### src/rtl/chien_search_if.sv
// Handshake and result bundle between the key-equation solver, the Chien search and the correction stage.
// The solver side drives start/locator; the search block returns the root positions and the failure flag.
interface chien_search_if #(
  parameter int MAX_ERRORS = 4
);
  localparam int CW = $clog2(MAX_ERRORS + 1);

  logic                      start;
  logic [53:0]               locator;
  logic                      finishFlag;
  logic [CW-1:0]             errCount;
  logic [6*MAX_ERRORS-1:0]   errPos;
  logic [MAX_ERRORS-1:0]     errValid;
  logic                      decFail;

  modport master (
    output start, locator,
    input  finishFlag, errCount, errPos, errValid, decFail
  );

  modport slave (
    input  start, locator,
    output finishFlag, errCount, errPos, errValid, decFail
  );
endinterface

### src/rtl/chien_search.sv
// Chien search over GF(2^6) (x^6+x+1): evaluates Lambda(x) at alpha^k for k=0..62, one point per clock,
// collects the error positions and flags the word uncorrectable when the root count disagrees with deg Lambda.
module chien_search #(
  parameter int N_SYMBOLS  = 63,
  parameter int MAX_ERRORS = 4
) (
  input  logic          clk,
  input  logic          resetN,
  chien_search_if.slave bus
);
  localparam int CW = $clog2(MAX_ERRORS + 1);

  localparam logic [2:0] ST_IDLE   = 3'd0;
  localparam logic [2:0] ST_LOAD   = 3'd1;
  localparam logic [2:0] ST_SEARCH = 3'd2;
  localparam logic [2:0] ST_CHECK  = 3'd3;
  localparam logic [2:0] ST_DONE   = 3'd4;

  function automatic logic [5:0] mul_alpha(input logic [5:0] a);
    return {a[4:0], 1'b0} ^ (a[5] ? 6'h03 : 6'h00);
  endfunction

  // Multiplication by the constant alpha^n collapses to a fixed XOR network after unrolling.
  function automatic logic [5:0] mul_alpha_pow(input logic [5:0] a, input int n);
    logic [5:0] r;
    r = a;
    for (int i = 0; i < n; i++) r = mul_alpha(r);
    return r;
  endfunction

  logic [2:0]                state_q, state_d;
  logic                      start_d_q;
  logic [5:0]                term_q [MAX_ERRORS+1];
  logic [5:0]                term_d [MAX_ERRORS+1];
  logic [5:0]                k_q, k_d;
  logic [CW-1:0]             cnt_q, cnt_d;
  logic [CW-1:0]             deg_q, deg_d;
  logic                      hi_nz_q, hi_nz_d;
  logic                      all_zero_q, all_zero_d;
  logic                      over_q, over_d;
  logic                      fin_q, fin_d;
  logic [CW-1:0]             err_count_q, err_count_d;
  logic [6*MAX_ERRORS-1:0]   err_pos_q, err_pos_d;
  logic [MAX_ERRORS-1:0]     err_valid_q, err_valid_d;
  logic                      dec_fail_q, dec_fail_d;

  logic                      start_edge;
  logic [5:0]                sum;
  logic [5:0]                pos;

  assign start_edge = bus.start & ~start_d_q;
  assign pos        = (k_q == 6'd0) ? 6'd0 : 6'd63 - k_q;

  always_comb begin
    sum = 6'd0;
    for (int j = 0; j <= MAX_ERRORS; j++) sum = sum ^ term_q[j];
  end

  always_comb begin
    // NOTE: every next-state variable gets its hold value first so no path leaves it unassigned (no latches).
    state_d     = state_q;
    k_d         = k_q;
    cnt_d       = cnt_q;
    deg_d       = deg_q;
    hi_nz_d     = hi_nz_q;
    all_zero_d  = all_zero_q;
    over_d      = over_q;
    fin_d       = 1'b0;
    err_count_d = err_count_q;
    err_pos_d   = err_pos_q;
    err_valid_d = err_valid_q;
    dec_fail_d  = dec_fail_q;
    for (int j = 0; j <= MAX_ERRORS; j++) term_d[j] = term_q[j];

    case (state_q)
      ST_IDLE: if (start_edge) state_d = ST_LOAD;

      ST_LOAD: begin
        k_d         = 6'd0;
        cnt_d       = '0;
        deg_d       = '0;
        hi_nz_d     = 1'b0;
        over_d      = 1'b0;
        err_count_d = '0;
        err_pos_d   = '0;
        err_valid_d = '0;
        dec_fail_d  = 1'b0;
        for (int j = 0; j <= MAX_ERRORS; j++) begin
          term_d[j] = bus.locator[6*j +: 6];
          if (bus.locator[6*j +: 6] != 6'd0) deg_d = CW'(j);
        end
        for (int j = MAX_ERRORS + 1; j < 9; j++)
          if (bus.locator[6*j +: 6] != 6'd0) hi_nz_d = 1'b1;
        all_zero_d = (bus.locator == 54'd0);
        state_d    = ST_SEARCH;
      end

      ST_SEARCH: begin
        // Roots beyond the slot capacity are not counted; the degree check still catches them as a mismatch.
        if (sum == 6'd0 && 32'(cnt_q) < MAX_ERRORS) begin
          err_pos_d[6*int'(cnt_q) +: 6] = pos;
          err_valid_d[cnt_q]            = 1'b1;
          cnt_d                         = cnt_q + 1'b1;
          if (32'(pos) >= N_SYMBOLS) over_d = 1'b1;
        end
        for (int j = 0; j <= MAX_ERRORS; j++) term_d[j] = mul_alpha_pow(term_q[j], j);
        k_d = k_q + 6'd1;
        if (k_q == 6'd62) state_d = ST_CHECK;
      end

      ST_CHECK: begin
        err_count_d = cnt_q;
        dec_fail_d  = hi_nz_q | all_zero_q | (cnt_q != deg_q) | over_q;
        fin_d       = 1'b1;
        state_d     = ST_DONE;
      end

      ST_DONE: state_d = ST_IDLE;

      default: state_d = ST_IDLE;
    endcase
  end

  // NOTE: the term registers are a handful of flops, not a RAM, so they are cleared by reset like the rest.
  always_ff @(posedge clk or negedge resetN) begin
    if (!resetN) begin
      state_q     <= ST_IDLE;
      start_d_q   <= 1'b0;
      k_q         <= 6'd0;
      cnt_q       <= '0;
      deg_q       <= '0;
      hi_nz_q     <= 1'b0;
      all_zero_q  <= 1'b0;
      over_q      <= 1'b0;
      fin_q       <= 1'b0;
      err_count_q <= '0;
      err_pos_q   <= '0;
      err_valid_q <= '0;
      dec_fail_q  <= 1'b0;
      for (int j = 0; j <= MAX_ERRORS; j++) term_q[j] <= 6'd0;
    end else begin
      // NOTE: non-blocking assignments so every register samples pre-edge values, independent of statement order.
      state_q     <= state_d;
      start_d_q   <= bus.start;
      k_q         <= k_d;
      cnt_q       <= cnt_d;
      deg_q       <= deg_d;
      hi_nz_q     <= hi_nz_d;
      all_zero_q  <= all_zero_d;
      over_q      <= over_d;
      fin_q       <= fin_d;
      err_count_q <= err_count_d;
      err_pos_q   <= err_pos_d;
      err_valid_q <= err_valid_d;
      dec_fail_q  <= dec_fail_d;
      for (int j = 0; j <= MAX_ERRORS; j++) term_q[j] <= term_d[j];
    end
  end

  assign bus.finishFlag = fin_q;
  assign bus.errCount   = err_count_q;
  assign bus.errPos     = err_pos_q;
  assign bus.errValid   = err_valid_q;
  assign bus.decFail    = dec_fail_q;
endmodule
### src/flat_wrapper.sv
// flat-port wrapper written by rule: the top's interface ports become plain ports
module chien_search_flat 
#(
  parameter int N_SYMBOLS  = 63,
  parameter int MAX_ERRORS = 4
)
  (clk, resetN, bus_start, bus_locator, bus_finishFlag, bus_errCount, bus_errPos, bus_errValid, bus_decFail);
  chien_search_if #(.MAX_ERRORS(MAX_ERRORS)) bus_i ();
  input  logic clk;
  input  logic resetN;
  input wire logic [$bits(bus_i.start)-1:0] bus_start;
  input wire logic [$bits(bus_i.locator)-1:0] bus_locator;
  output wire logic [$bits(bus_i.finishFlag)-1:0] bus_finishFlag;
  output wire logic [$bits(bus_i.errCount)-1:0] bus_errCount;
  output wire logic [$bits(bus_i.errPos)-1:0] bus_errPos;
  output wire logic [$bits(bus_i.errValid)-1:0] bus_errValid;
  output wire logic [$bits(bus_i.decFail)-1:0] bus_decFail;
  assign bus_i.start = bus_start;
  assign bus_i.locator = bus_locator;
  assign bus_finishFlag = bus_i.finishFlag;
  assign bus_errCount = bus_i.errCount;
  assign bus_errPos = bus_i.errPos;
  assign bus_errValid = bus_i.errValid;
  assign bus_decFail = bus_i.decFail;
  chien_search #(.N_SYMBOLS(N_SYMBOLS), .MAX_ERRORS(MAX_ERRORS)) u_core (.clk(clk), .resetN(resetN), .bus(bus_i));
endmodule
### config.mk
export PLATFORM = sky130hd
export DESIGN_NAME = chien_search_flat
export DESIGN_NICKNAME = d
export VERILOG_FILES = /design/src/rtl/chien_search_if.sv /design/src/rtl/chien_search.sv /design/src/flat_wrapper.sv
export SDC_FILE = /design/constraint.sdc
export NUM_CORES = 1
export LEC_CHECK = 0
export ABC_AREA = 0
export ABC_CLOCK_PERIOD_IN_PS = 4000
export BUFFER_PORTS_ARGS = -buffer_cell sky130_fd_sc_hd__buf_4
export CORE_MARGIN = 4
export CORE_UTILIZATION = 58
export CTS_BUF_LIST = sky130_fd_sc_hd__clkbuf_4 sky130_fd_sc_hd__clkbuf_8
export DETAILED_ROUTE_END_ITERATION = 10
export MAX_ROUTING_LAYER = met4
export PLACE_DENSITY = 0.82
export RECOVER_POWER = 100
export SETUP_SLACK_MARGIN = 0.4
export SLEW_MARGIN = 20
export SYNTH_ARGS = -nofsm -noshare
export SYNTH_HDL_FRONTEND = slang
export SYNTH_SLANG_ARGS = --single-unit
### constraint.sdc
create_clock -name clk -period 4 [get_ports clk]
set_input_delay 0.6 -clock clk [delete_from_list [all_inputs] [get_ports clk]]
set_output_delay 0.6 -clock clk [all_outputs]
set_load 0.05 [all_outputs]
==> flow_summary.yaml <==
finish:
  area.sequential_sq_mm: 0.00205
  number_of_fill_cells: 687
  area_growth_from_synthesis_to_final_layout_pct: 15.8
  highest_count_cells_in_the_layout_ignoring_fill_and_taps: "98 x sky130_fd_sc_hd__nand2_1, 82 x sky130_fd_sc_hd__dfrtp_1, 65 x sky130_fd_sc_hd__buf_4, 51 x sky130_fd_sc_hd__nor2_1, 38 x sky130_fd_sc_hd__clkbuf_1"
  layout-drive-gt1-share_pct: 14.6
  final-instance-count-excl-fill: 757
  multi_input_comb_area_sq_mm: 0.00280
  nNetsFinal: 717
  mostFrequentLayoutCell: "sky130_fd_sc_hd__nand2_1"
  diodes: 0
floorplanning:
  core-area_sq_mm: 0.00834
  chipHeight_um: 101
  die_x_um: 101
  io_pins: 90
  placement_rows: 33
  floorplan.initialDensity_pct: 60.6
  die_area_sq_mm: 0.0103
yosys:
  syn_area_sq_mm: 0.00505
  synth.ff_latch_count: 82
  ys_async_sr_fraction_pct: 100
  synthesis_warning_total: 0
  synthFlopType: "sky130_fd_sc_hd__dfrtp_1"
  syn-num-nets: 637
  syn-mean-instance-area_sq_um: 8.91
  synth_enable_flop_cells: 0
  netlist_instances: 567
  synth.distinct_cells: 61
  ys_seq_area_share_pct: 40.6
drt:
  remaining_drc_errors: 0
  first_pass_iters: 4
  wl_per_cell_um: 20.0
  dr.first_iter.drc_count: 307
  ant_nets: 0
  total_wirelength_of_the_detailed_routed_design_mm: 15.1
  vias: 4747
  route.detailed.vias_per_inst: 6.27
place:
  io_buffers: 89
  routability_cong: 0.981
  placedCellCount: 741
  hpwl_mm: 11.1
global_route:
  globalRouteTotalUtil_pct: 31.9
  grt_first_pass_wirelength_mm: 24.7
  globalRoute.totalOverflow: 0
  maximum_number_of_pins_on_one_net_before_global_route_repair: 83
  antenna_found_initial: 0
  number_of_global_route_vias_before_repair: 4869
worst_setup_path:
  worst_ep_required_time_ns: 4.30
  cp_top_family: "buffers and inverters"
  timing.critical_path.cells: "clkbuf_1, ha_1, a21oi_1, ha_1, nor4_1, and3_1, o2111a_1, a41oi_1, nor2_1, mux2i_1"
  critical_path.slowest_cell: "sky130_fd_sc_hd__clkbuf_1"
  end_kind: "flip-flop"
  worstPathBufferInverterCount: 1
  critical_path_class: "flip-flop to flip-flop"
  data_arrival_time_at_the_worst_slack_endpoint_ns: 3.83
  critical-path-top-cell-by-count: "sky130_fd_sc_hd__ha_1"
  crit_path_start_kind: "flip-flop"
  worst_path_maximum_fanout: 24
  critical_path.max_stage_delay_ns: 0.91
timing:
  hold_violations: 0
  final_clock_period_utilization_by_the_worst_path_pct: 88.1
  fmax_ghz: 0.284
  rsz0062_at_grt: "no"
  report.final.setup_viol: 0
  final_total_negative_setup_slack_ns: 0
  worst_clock_skew_ns: 0.0182
  slew_headroom_pct: -35.2
  min_period_ns: 3.52
  timing_max_transition_violations_final: 158
  max_slew.worst_pin.slew_ns: 2.03
cts:
  numClockSinks: 82
  clockBufferDepth: 2
  cts_root_buffer_type: "sky130_fd_sc_hd__clkbuf_8"
  cts.clk_slew.worst_paths_ns: 0.10
  clock_tree_from_tritoncts: "yes"
  cts_hold_buffers: 0
  htree_levels: 3
  worstSkewPairLatency_ns: 0.37
  numCtsBuffers: 9
power:
  leakage_nw: 2.58
  ir_drop_worst_vdd_mv: 0.462
  power_density_mw_per_mm2: 742
flow_run:
  max_cap_viols: 3
run_status:
  failed_checks: "max-capacitance violations, max-slew violations"
  run_status: "complete, but fails checks"
worst_hold_path:
  hold_path_class: "primary input to flip-flop"
[report_power, final]
group	internal, mW	total [mW]	switching (mW)
sequential	1.01	1.22	0.205
clock	0.230	0.555	0.325
combinational	1.02	2.56	1.54
[cell families after synthesis]
| kind of cell | share of synthesized area (%) |
|---|---|
| and+or+nand+nor | 23.5 |
| AOI/OAI and AO/OA | 17.7 |
| DFF | 40.6 |
| buffers and inverters | 3.86 |
| xor gates and xnor gates | 7.95 |
| muxes | 3.02 |
| adders and majority gates | 3.37 |
[worst register-to-register path, cell delays in order (launching register included)]
cell,delay [ns]
sky130_fd_sc_hd__dfrtp_1,0.40
sky130_fd_sc_hd__clkbuf_1,0.91
sky130_fd_sc_hd__ha_1,0.32
sky130_fd_sc_hd__a21oi_1,0.16
sky130_fd_sc_hd__ha_1,0.36
sky130_fd_sc_hd__nor4_1,0.35
sky130_fd_sc_hd__and3_1,0.22
sky130_fd_sc_hd__o2111a_1,0.27
sky130_fd_sc_hd__a41oi_1,0.07
sky130_fd_sc_hd__nor2_1,0.21
sky130_fd_sc_hd__mux2i_1,0.22
[registers in the layout (all words and copies together), names as in the netlist]
name	flops
u_core.all_zero_q	1
u_core.bus.decFail	1
u_core.bus.errCount	3
u_core.bus.errPos	24
u_core.bus.errValid	4
u_core.bus.finishFlag	1
u_core.cnt_q	3
u_core.deg_q	3
u_core.hi_nz_q	1
u_core.k_q	6
u_core.over_q	1
u_core.start_d_q	1
u_core.state_q	3
u_core.term_q	30
[synth_stat cells (all sizes together), types with 13 or more instances]
cell type / n / share of area, %
o21ai: 17 / 1.7
nor2: 52 / 3.9
nand3: 20 / 2.0
mux2i: 13 / 2.6
nor3: 13 / 1.4
clkbuf: 27 / 2.0
dfrtp: 82 / 41
xnor2: 30 / 5.2
nand2: 98 / 7.3
a22oi: 17 / 2.5
a21oi: 15 / 1.6
nor4: 14 / 1.7
[area by class of cell]
type	instances	area share [%]
clock buffers	9	2.12
clock inverters	7	0.899
repair buffers	105	11.0
well taps	105	2.25
multi-input cells	436	47.9
inverters	13	0.834
flip-flops and latches	82	35.1
[final timing paths]
path | start | to | slack (ns) | depth (start not counted)
min in group asynchronous | resetN | u_core.bus.errPos[5]$_DFFE_PN0P_ | 0.80 | 1
max in group asynchronous | resetN | u_core.term_q[24]$_DFFE_PN0P_ | 2.00 | 1
setup / recovery | u_core.cnt_q[2]$_DFFE_PN0P_ | u_core.bus.errPos[2]$_DFFE_PN0P_ | 0.48 | 10
setup reg to reg | u_core.cnt_q[2]$_DFFE_PN0P_ | u_core.bus.errPos[2]$_DFFE_PN0P_ | 0.48 | 10
hold reg to reg | u_core.bus.errCount[2]$_DFFE_PN0P_ | u_core.bus.errCount[2]$_DFFE_PN0P_ | 0.48 | 2
hold / removal | bus_start | u_core.start_d_q$_DFF_PN0_ | 0.36 | 1
[stage by stage]
step | util [%] | setup slack, ns | cell area, sq um | hold slack (ns) | power (mW)
floorplan | - | 0.929 | 5050 | 0.304 | 3.07
global placement | 70.0 | 0.729 | 5840 | 0.462 | 3.77
detailed placement | 70.0 | 0.638 | 5840 | 0.469 | 3.81
CTS | 72.1 | 0.645 | 6020 | 0.343 | 4.37
global route | 70.1 | 0.275 | 5850 | 0.361 | 4.62
finish | 70.1 | 0.475 | 5850 | 0.365 | 4.34
[timing repair]
action | in CTS | in global routing
gates resized for setup | 0 | 1
setup endpoints to repair | 0 | 2
buffers inserted | 0 | 0
[routing by layer]
| layer | global-route usage, % | routed length [um] | part of all wire [%] |
|---|---|---|---|
| met3 | 4.06 | 746 | 4.9 |
| met4 | 13.4 | 588 | 3.9 |
| met2 | 52.2 | 7560 | 50 |
| met5 | - | 0 | 0 |
| met1 | 40.1 | 6220 | 41 |
Note: power is estimated with default switching activity, not from simulation.
